`src/rtl/fetch_sequencer.sv`:
```
// Instruction-fetch sequencer: owns the PC, issues one imem request at a time and queues responses for decode.
// Latency: grant in N, rvalid in N+1 -> inst_valid in N+2; a redirect re-fetches from its target the next cycle.
// Backpressure: a request is only raised while queue occupancy plus outstanding stays below DEPTH; decode stalls via inst_ready.
// Optional counters: define FETCH_SEQUENCER_PERF_EN to add the perf_fetched / perf_flushes outputs.
module fetch_sequencer #(
  parameter logic [31:0] RESET_PC = 32'h0000_0000,
  parameter int          DEPTH    = 2
) (
  input  logic        clk,
  input  logic        rst,
  input  logic        redirect_en,
  input  logic [31:0] redirect_pc,
  output logic        imem_req,
  output logic [31:0] imem_addr,
  input  logic        imem_gnt,
  input  logic        imem_rvalid,
  input  logic [31:0] imem_rdata,
  output logic        inst_valid,
  output logic [31:0] inst,
  output logic [31:0] inst_pc,
  input  logic        inst_ready
`ifdef FETCH_SEQUENCER_PERF_EN
  ,
  output logic [31:0] perf_fetched,
  output logic [31:0] perf_flushes
`endif
);

  localparam int PW = (DEPTH > 1) ? $clog2(DEPTH) : 1;
  localparam int CW = $clog2(DEPTH + 1);

  localparam logic [1:0] S_IDLE  = 2'd0;
  localparam logic [1:0] S_REQ   = 2'd1;
  localparam logic [1:0] S_WAIT  = 2'd2;
  localparam logic [1:0] S_DRAIN = 2'd3;

  logic [1:0]    state_q, state_d;
  logic [31:0]   pc_q, pc_d;
  logic [31:0]   req_addr_q, req_addr_d;
  logic [PW-1:0] wr_ptr_q, wr_ptr_d;
  logic [PW-1:0] rd_ptr_q, rd_ptr_d;
  logic [CW-1:0] count_q, count_d;
  logic [31:0]   inst_mem_q [DEPTH];
  logic [31:0]   inst_mem_d [DEPTH];
  logic [31:0]   pc_mem_q   [DEPTH];
  logic [31:0]   pc_mem_d   [DEPTH];

  logic grant;
  logic push;
  logic pop;
  logic outstanding_after;

  // Handshake decode: only REQ with a free credit may request; responses after a redirect are dropped.
  always_comb begin
    imem_req          = (state_q == S_REQ) && (count_q < CW'(DEPTH));
    grant             = imem_req && imem_gnt;
    push              = (state_q == S_WAIT) && imem_rvalid && !redirect_en;
    pop               = inst_valid && inst_ready;
    outstanding_after = grant ||
                        (((state_q == S_WAIT) || (state_q == S_DRAIN)) && !imem_rvalid);
  end

  // Next state and PC; a redirect overrides everything, and goes to DRAIN if a response is still owed.
  always_comb begin
    state_d    = state_q;
    pc_d       = pc_q;
    req_addr_d = req_addr_q;
    case (state_q)
      S_IDLE:  state_d = S_REQ;
      S_REQ:   if (grant) state_d = S_WAIT;
      S_WAIT:  if (imem_rvalid) state_d = S_REQ;
      S_DRAIN: if (imem_rvalid) state_d = S_REQ;
      default: state_d = S_IDLE;
    endcase
    if (grant) begin
      pc_d       = pc_q + 32'd4;
      req_addr_d = pc_q;
    end
    if (redirect_en) begin
      state_d = outstanding_after ? S_DRAIN : S_REQ;
      pc_d    = redirect_pc & ~32'h3;
    end
  end

  // Instruction queue: circular buffer; a redirect empties it regardless of push/pop this cycle.
  always_comb begin
    inst_mem_d = inst_mem_q;
    pc_mem_d   = pc_mem_q;
    wr_ptr_d   = wr_ptr_q;
    rd_ptr_d   = rd_ptr_q;
    count_d    = count_q;
    if (redirect_en) begin
      wr_ptr_d = '0;
      rd_ptr_d = '0;
      count_d  = '0;
    end else begin
      if (push) begin
        inst_mem_d[wr_ptr_q] = imem_rdata;
        pc_mem_d[wr_ptr_q]   = req_addr_q;
        wr_ptr_d             = wr_ptr_q + PW'(1);
      end
      if (pop) begin
        rd_ptr_d = rd_ptr_q + PW'(1);
      end
      count_d = count_q + CW'(push) - CW'(pop);
    end
  end

  // State, PC and queue registers.
  always_ff @(posedge clk or posedge rst) begin
    if (rst) begin
      state_q    <= S_IDLE;
      pc_q       <= RESET_PC;
      req_addr_q <= RESET_PC;
      wr_ptr_q   <= '0;
      rd_ptr_q   <= '0;
      count_q    <= '0;
      for (int i = 0; i < DEPTH; i++) begin
        inst_mem_q[i] <= '0;
        pc_mem_q[i]   <= '0;
      end
    end else begin
      state_q    <= state_d;
      pc_q       <= pc_d;
      req_addr_q <= req_addr_d;
      wr_ptr_q   <= wr_ptr_d;
      rd_ptr_q   <= rd_ptr_d;
      count_q    <= count_d;
      inst_mem_q <= inst_mem_d;
      pc_mem_q   <= pc_mem_d;
    end
  end

  // Outputs come straight from registers; imem_addr is the live PC.
  always_comb begin
    imem_addr  = pc_q;
    inst_valid = (count_q != '0);
    inst       = inst_mem_q[rd_ptr_q];
    inst_pc    = pc_mem_q[rd_ptr_q];
  end

`ifdef FETCH_SEQUENCER_PERF_EN
  logic [31:0] perf_fetched_q, perf_fetched_d;
  logic [31:0] perf_flushes_q, perf_flushes_d;

  // Event counters: instructions queued and redirect cycles, both free-running with wrap.
  always_comb begin
    perf_fetched_d = perf_fetched_q + (push ? 32'd1 : 32'd0);
    perf_flushes_d = perf_flushes_q + (redirect_en ? 32'd1 : 32'd0);
  end

  // Counter registers.
  always_ff @(posedge clk or posedge rst) begin
    if (rst) begin
      perf_fetched_q <= '0;
      perf_flushes_q <= '0;
    end else begin
      perf_fetched_q <= perf_fetched_d;
      perf_flushes_q <= perf_flushes_d;
    end
  end

  assign perf_fetched = perf_fetched_q;
  assign perf_flushes = perf_flushes_q;
`endif

endmodule

```
`config.mk`:
```
export PLATFORM = sky130hd
export DESIGN_NAME = fetch_sequencer
export DESIGN_NICKNAME = d
export VERILOG_FILES = /design/src/rtl/fetch_sequencer.sv
export SDC_FILE = /design/constraint.sdc
export NUM_CORES = 1
export LEC_CHECK = 0
export CAP_MARGIN = 10
export CORE_ASPECT_RATIO = 1.5
export CORE_MARGIN = 10
export CORE_UTILIZATION = 47
export DETAILED_ROUTE_END_ITERATION = 12
export GPL_TIMING_DRIVEN = 0
export HOLD_SLACK_MARGIN = 0.08
export PLACE_DENSITY = 0.76
export SLEW_MARGIN = 5
export SYNTH_ARGS = -nofsm -noshare
export SYNTH_HDL_FRONTEND = slang
export SYNTH_SLANG_ARGS = --single-unit
```
`constraint.sdc`:
```
create_clock -name clk -period 5.5 [get_ports clk]
set_input_delay 0.55 -clock clk [delete_from_list [all_inputs] [get_ports clk]]
set_output_delay 0.55 -clock clk [all_outputs]
set_load 0.02 [all_outputs]
```
==> results_tabular.tex <==
\begin{tabular}{lr}
\hline
Metric & Value \\
\hline
\multicolumn{2}{l}{\textbf{Status}} \\
Run status & finished clean \\
\multicolumn{2}{l}{\textbf{Layout}} \\
Antenna Diode Count & 0 \\
Final net count & around 950 \\
Summed area of non-filler cells in the final layout & $\sim$11000 um\^{}2 \\
Fraction of final layout cells sized beyond drive strength 1 & between 20\% and 30\% \\
Final std cells w/o fill & $\sim$1100 \\
Most common cell after layout, fill and taps aside & sky130\_fd\_sc\_hd\_\_dfrtp\_1 \\
P\&R area growth vs syn & 30.14\% \\
Commonest cells after routing, fill and taps aside & 190 x sky130\_fd\_sc\_hd\_\_dfrtp\_1, 186 x sky130\_fd\_sc\_hd\_\_mux2\_2, 160 x sky130\_fd\_sc\_hd\_\_clkdlybuf4s50\_1 \\
Fill cell count & about 1500 \\
Fraction of the core area covered by cells at the end of the flow & approximately three fifths \\
\multicolumn{2}{l}{\textbf{Detailed routing}} \\
Post-DRT Antenna Nets & 0 \\
Total wire length & approximately 21 mm \\
Post-route DRC & 0 \\
Total number of vias & around 6000 \\
Detail-routed net length per standard cell & approximately 19 um \\
Number of design-rule violations left by the first detailed-router iteration & about 350 \\
Via/cell ratio & roughly 5.3 \\
Detailed Routing Iterations Pass 1 & 4 \\
\multicolumn{2}{l}{\textbf{Place}} \\
Routability-driven placement congestion ratio & 0.8148 \\
Worst-case setup slack after placement & roughly 2.1 ns \\
Port buffer count & 160 \\
Cell Count Post-Placement & between 1000 and 1500 \\
Placed Area & around 10000 um\^{}2 \\
Detail Placement HPWL & 15.49 mm \\
\multicolumn{2}{l}{\textbf{Global routing}} \\
Largest net degree at the start of global routing & roughly 40 \\
Total grt overflow & 0 \\
GR Util All Layers & 17.99\% \\
Initial antenna violation count & 0 \\
First-pass GRT wire length & approximately 34 mm \\
Via count of the first global-routing pass & $\sim$6400 \\
\multicolumn{2}{l}{\textbf{STA}} \\
Period minus WS final & approximately 3.3 ns \\
Final-layout worst hold slack & roughly 0.50 ns \\
Remaining max-slew budget at the tightest pin & between 30\% and 40\% \\
Slew at the pin closest to its max-slew limit & 0.8997 ns \\
Setup WS post-layout & around 2.2 ns \\
RSZ-0062 raised after global routing & no \\
Period utilisation layout & around 60\% \\
Finish-stage setup viols & 0 \\
Final number of hold-violating endpoints & 0 \\
Final worst clock skew & between 0.005 and 0.006 ns \\
Summed negative setup slack over all endpoints & 0 ns \\
Upper clock frequency limit & 298.9 MHz \\
Max Slew Vio Count & 0 \\
\multicolumn{2}{l}{\textbf{Yosys}} \\
Post-synthesis compound-gate area fraction & around 4.0\% \\
Portion of netlist area occupied by mux cells & between 20\% and 30\% \\
Synthesized flop and latch total & 190 \\
Avg Cell Area, Syn & around 12 um\^{}2 \\
Xor and xnor area share after synthesis & under 10\% \\
Sequential fraction of the synthesis area & a little under three fifths \\
Area of the mapped netlist & approximately 8500 um\^{}2 \\
Combinational family with the most area after synthesis & multiplexers \\
Simple-gate portion of the synthesized area & between 10\% and 20\% \\
Post-Syn Instances & 693 \\
Post-synthesis share of cell area spent on full adders, half adders and majority gates & less than 1\% \\
Number of distinct library cells after synthesis & 35 \\
Warnings from Yosys & 0 \\
\multicolumn{2}{l}{\textbf{Setup path}} \\
Type of the setup path with the least slack & flip-flop to output pin \\
Slowest stage delay, CP & roughly 0.58 ns \\
End of the critical path & inst\_pc[30] \\
Startpoint of the most critical register-to-register path & state\_q[1] \\
Worst r2r dst & inst\_mem\_q[59] \\
Most used cell, CP & sky130\_fd\_sc\_hd\_\_clkbuf\_1 \\
Cell with the biggest individual delay on the critical path & sky130\_fd\_sc\_hd\_\_clkbuf\_1 \\
Data arrival time of the worst path & 2.80 ns \\
Worst Setup Start Kind & flip-flop \\
Sort of element at the end of the critical path & output pin \\
Highest net fanout along the worst path & 10 \\
Number of cells on the worst reg-to-reg path & 5 \\
Required time of the critical path & slightly below 5 ns \\
Cell chain of the critical path & clkbuf\_1, clkbuf\_1, mux2\_2, clkdlybuf4s50\_1 \\
Worst setup path start & rd\_ptr\_q \\
Reg2Reg Setup Slack & around 2.8 ns \\
\multicolumn{2}{l}{\textbf{Clocking}} \\
Later-pin clock latency in the skew report & 0.43 ns \\
CTS resizes & 0 \\
Clk root buf & sky130\_fd\_sc\_hd\_\_clkbuf\_16 \\
Clock transition at the register clock pins on the worst setup and hold paths after CTS & $\sim$0.070 ns \\
CTS tree & yes \\
Buffer depth of the longest clock path & 2 \\
Number of hold buffers added after cts & 0 \\
Maximum level of the CTS H-tree & 4 \\
TritonCTS sink count & 190 \\
Number of CTS-inserted buffers & 17 \\
Post-CTS setup buffers & 0 \\
\multicolumn{2}{l}{\textbf{Power and ir drop}} \\
Max IR drop VDD & approximately 0.00022 V \\
Power per cell area & approximately 460 nW/um\^{}2 \\
Power Total & a little over 5 mW \\
Leak & 5.034 nW \\
\multicolumn{2}{l}{\textbf{Flow run}} \\
Count of maximum capacitance violations & 0 \\
\multicolumn{2}{l}{\textbf{Floorplan}} \\
Initial cell density of the core & a little under half \\
FP Rows & 60 \\
Boundary pin count & approximately 170 \\
Die H & between 150 and 200 um \\
Core region area & roughly 18000 um\^{}2 \\
Die width & 129.6 um \\
Area of the die & about 24000 um\^{}2 \\
\multicolumn{2}{l}{\textbf{Hold path}} \\
HP Class & input port to asynchronous set/reset pin \\
\hline
\end{tabular}
[metal layers]
| metal | routed length (um) | global-route usage (%) | part of all wire, % |
|---|---|---|---|
| met2 | 11100 | 31.71 | 53 |
| met3 | 808 | 3.768 | 3.9 |
| met1 | 8682 | 21.21 | 42 |
| met5 | 0 | 0 | 0 |
| met4 | 264 | 5.731 | 1.3 |
[cells by family after synthesis]
logic type	after synthesis
and+or+nand+nor	194
buffers and inverters	50
DFF	190
other	1
muxes	187
xor gates and xnor gates	14
adders and majority gates	3
AOI/OAI and AO/OA	54
[flip-flops by register name, summed over array words and instances, names as in the netlist]
signal and flops:
state_q 2, rd_ptr_q 1, wr_ptr_q 1, req_addr_q 30, inst_mem_q 64, pc_mem_q 60
count_q 2, imem_addr 30
[layout make-up]
class	instances	area (um^2)	share of cell area, %
Tap cell	217	271.5	2.463
Clock inverter	8	56.30	0.5108
Inverter	8	33.78	0.3065
Sequential cell	190	4755	43.14
Buffer	42	180.2	1.635
Timing Repair Buffer	165	1702	15.44
Multi-Input combinational cell	456	3516	31.90
Clock buffer	23	508.0	4.609
[worst min-delay path by stage]
stage / start / to / slack, ns / cells after the start
final: rst / inst_mem_q[56] / 0.50 / 2
after detailed placement: req_addr_q[8] / req_addr_q[8] / 0.48 / 2
after CTS: rst / inst_mem_q[56] / 0.49 / 2
after global placement: req_addr_q[9] / req_addr_q[9] / 0.48 / 2
after global routing: pc_mem_q[54] / pc_mem_q[54] / 0.51 / 1
after floorplan: req_addr_q[19] / req_addr_q[19] / 0.46 / 2
[cell usage after synthesis]
cell type / n / area [um^2]
sky130_fd_sc_hd__nor4_1: 4 / 25.02
sky130_fd_sc_hd__clkbuf_1: 31 / 116.4
sky130_fd_sc_hd__and4_1: 3 / 26.28
sky130_fd_sc_hd__or4_1: 16 / 120.1
sky130_fd_sc_hd__a31oi_1: 16 / 100.1
sky130_fd_sc_hd__and3_1: 4 / 25.02
sky130_fd_sc_hd__mux2_2: 186 / 2095
sky130_fd_sc_hd__inv_1: 7 / 26.28
sky130_fd_sc_hd__a211o_1: 2 / 17.52
sky130_fd_sc_hd__conb_1: 1 / 3.750
sky130_fd_sc_hd__ha_1: 3 / 37.54
sky130_fd_sc_hd__nand4bb_1: 1 / 11.26
sky130_fd_sc_hd__nand3_1: 12 / 60.06
sky130_fd_sc_hd__a311oi_1: 2 / 17.52
sky130_fd_sc_hd__buf_1: 1 / 3.750
sky130_fd_sc_hd__o211ai_1: 1 / 7.510
sky130_fd_sc_hd__and2_1: 1 / 6.260
sky130_fd_sc_hd__or3_1: 7 / 43.79
sky130_fd_sc_hd__nor3_1: 4 / 20.02
sky130_fd_sc_hd__mux2i_1: 1 / 10.01
sky130_fd_sc_hd__nand2_1: 110 / 412.9
sky130_fd_sc_hd__buf_2: 6 / 30.03
sky130_fd_sc_hd__nor4bb_1: 1 / 10.01
sky130_fd_sc_hd__dfrtp_1: 190 / 4755
sky130_fd_sc_hd__xor2_1: 3 / 26.28
sky130_fd_sc_hd__nor2_1: 22 / 82.58
sky130_fd_sc_hd__o31ai_1: 11 / 82.58
sky130_fd_sc_hd__clkinv_1: 1 / 3.750
sky130_fd_sc_hd__o21ai_0: 22 / 110.1
sky130_fd_sc_hd__xnor2_1: 11 / 96.34
sky130_fd_sc_hd__nand4_1: 6 / 37.54
sky130_fd_sc_hd__buf_4: 4 / 30.03
sky130_fd_sc_hd__nor3b_1: 1 / 7.510
sky130_fd_sc_hd__or2_2: 1 / 6.260
sky130_fd_sc_hd__nor2b_1: 1 / 6.260
[critical path, delay by kind of cell (launching register included)]
kind	cells	cell delay [ns]
flip-flops	1	0.32
multiplexers	1	0.43
buffers and inverters	3	1.62
[where the power goes]
part           switching [mW]  internal [mW]  total [mW]  leakage, nW
combinational           0.936          0.988        1.92         2.28
clock                   0.511          0.649        1.16        0.277
sequential              0.234           1.75        1.98         2.48
No activity file was read; power rests on OpenSTA's default activity.
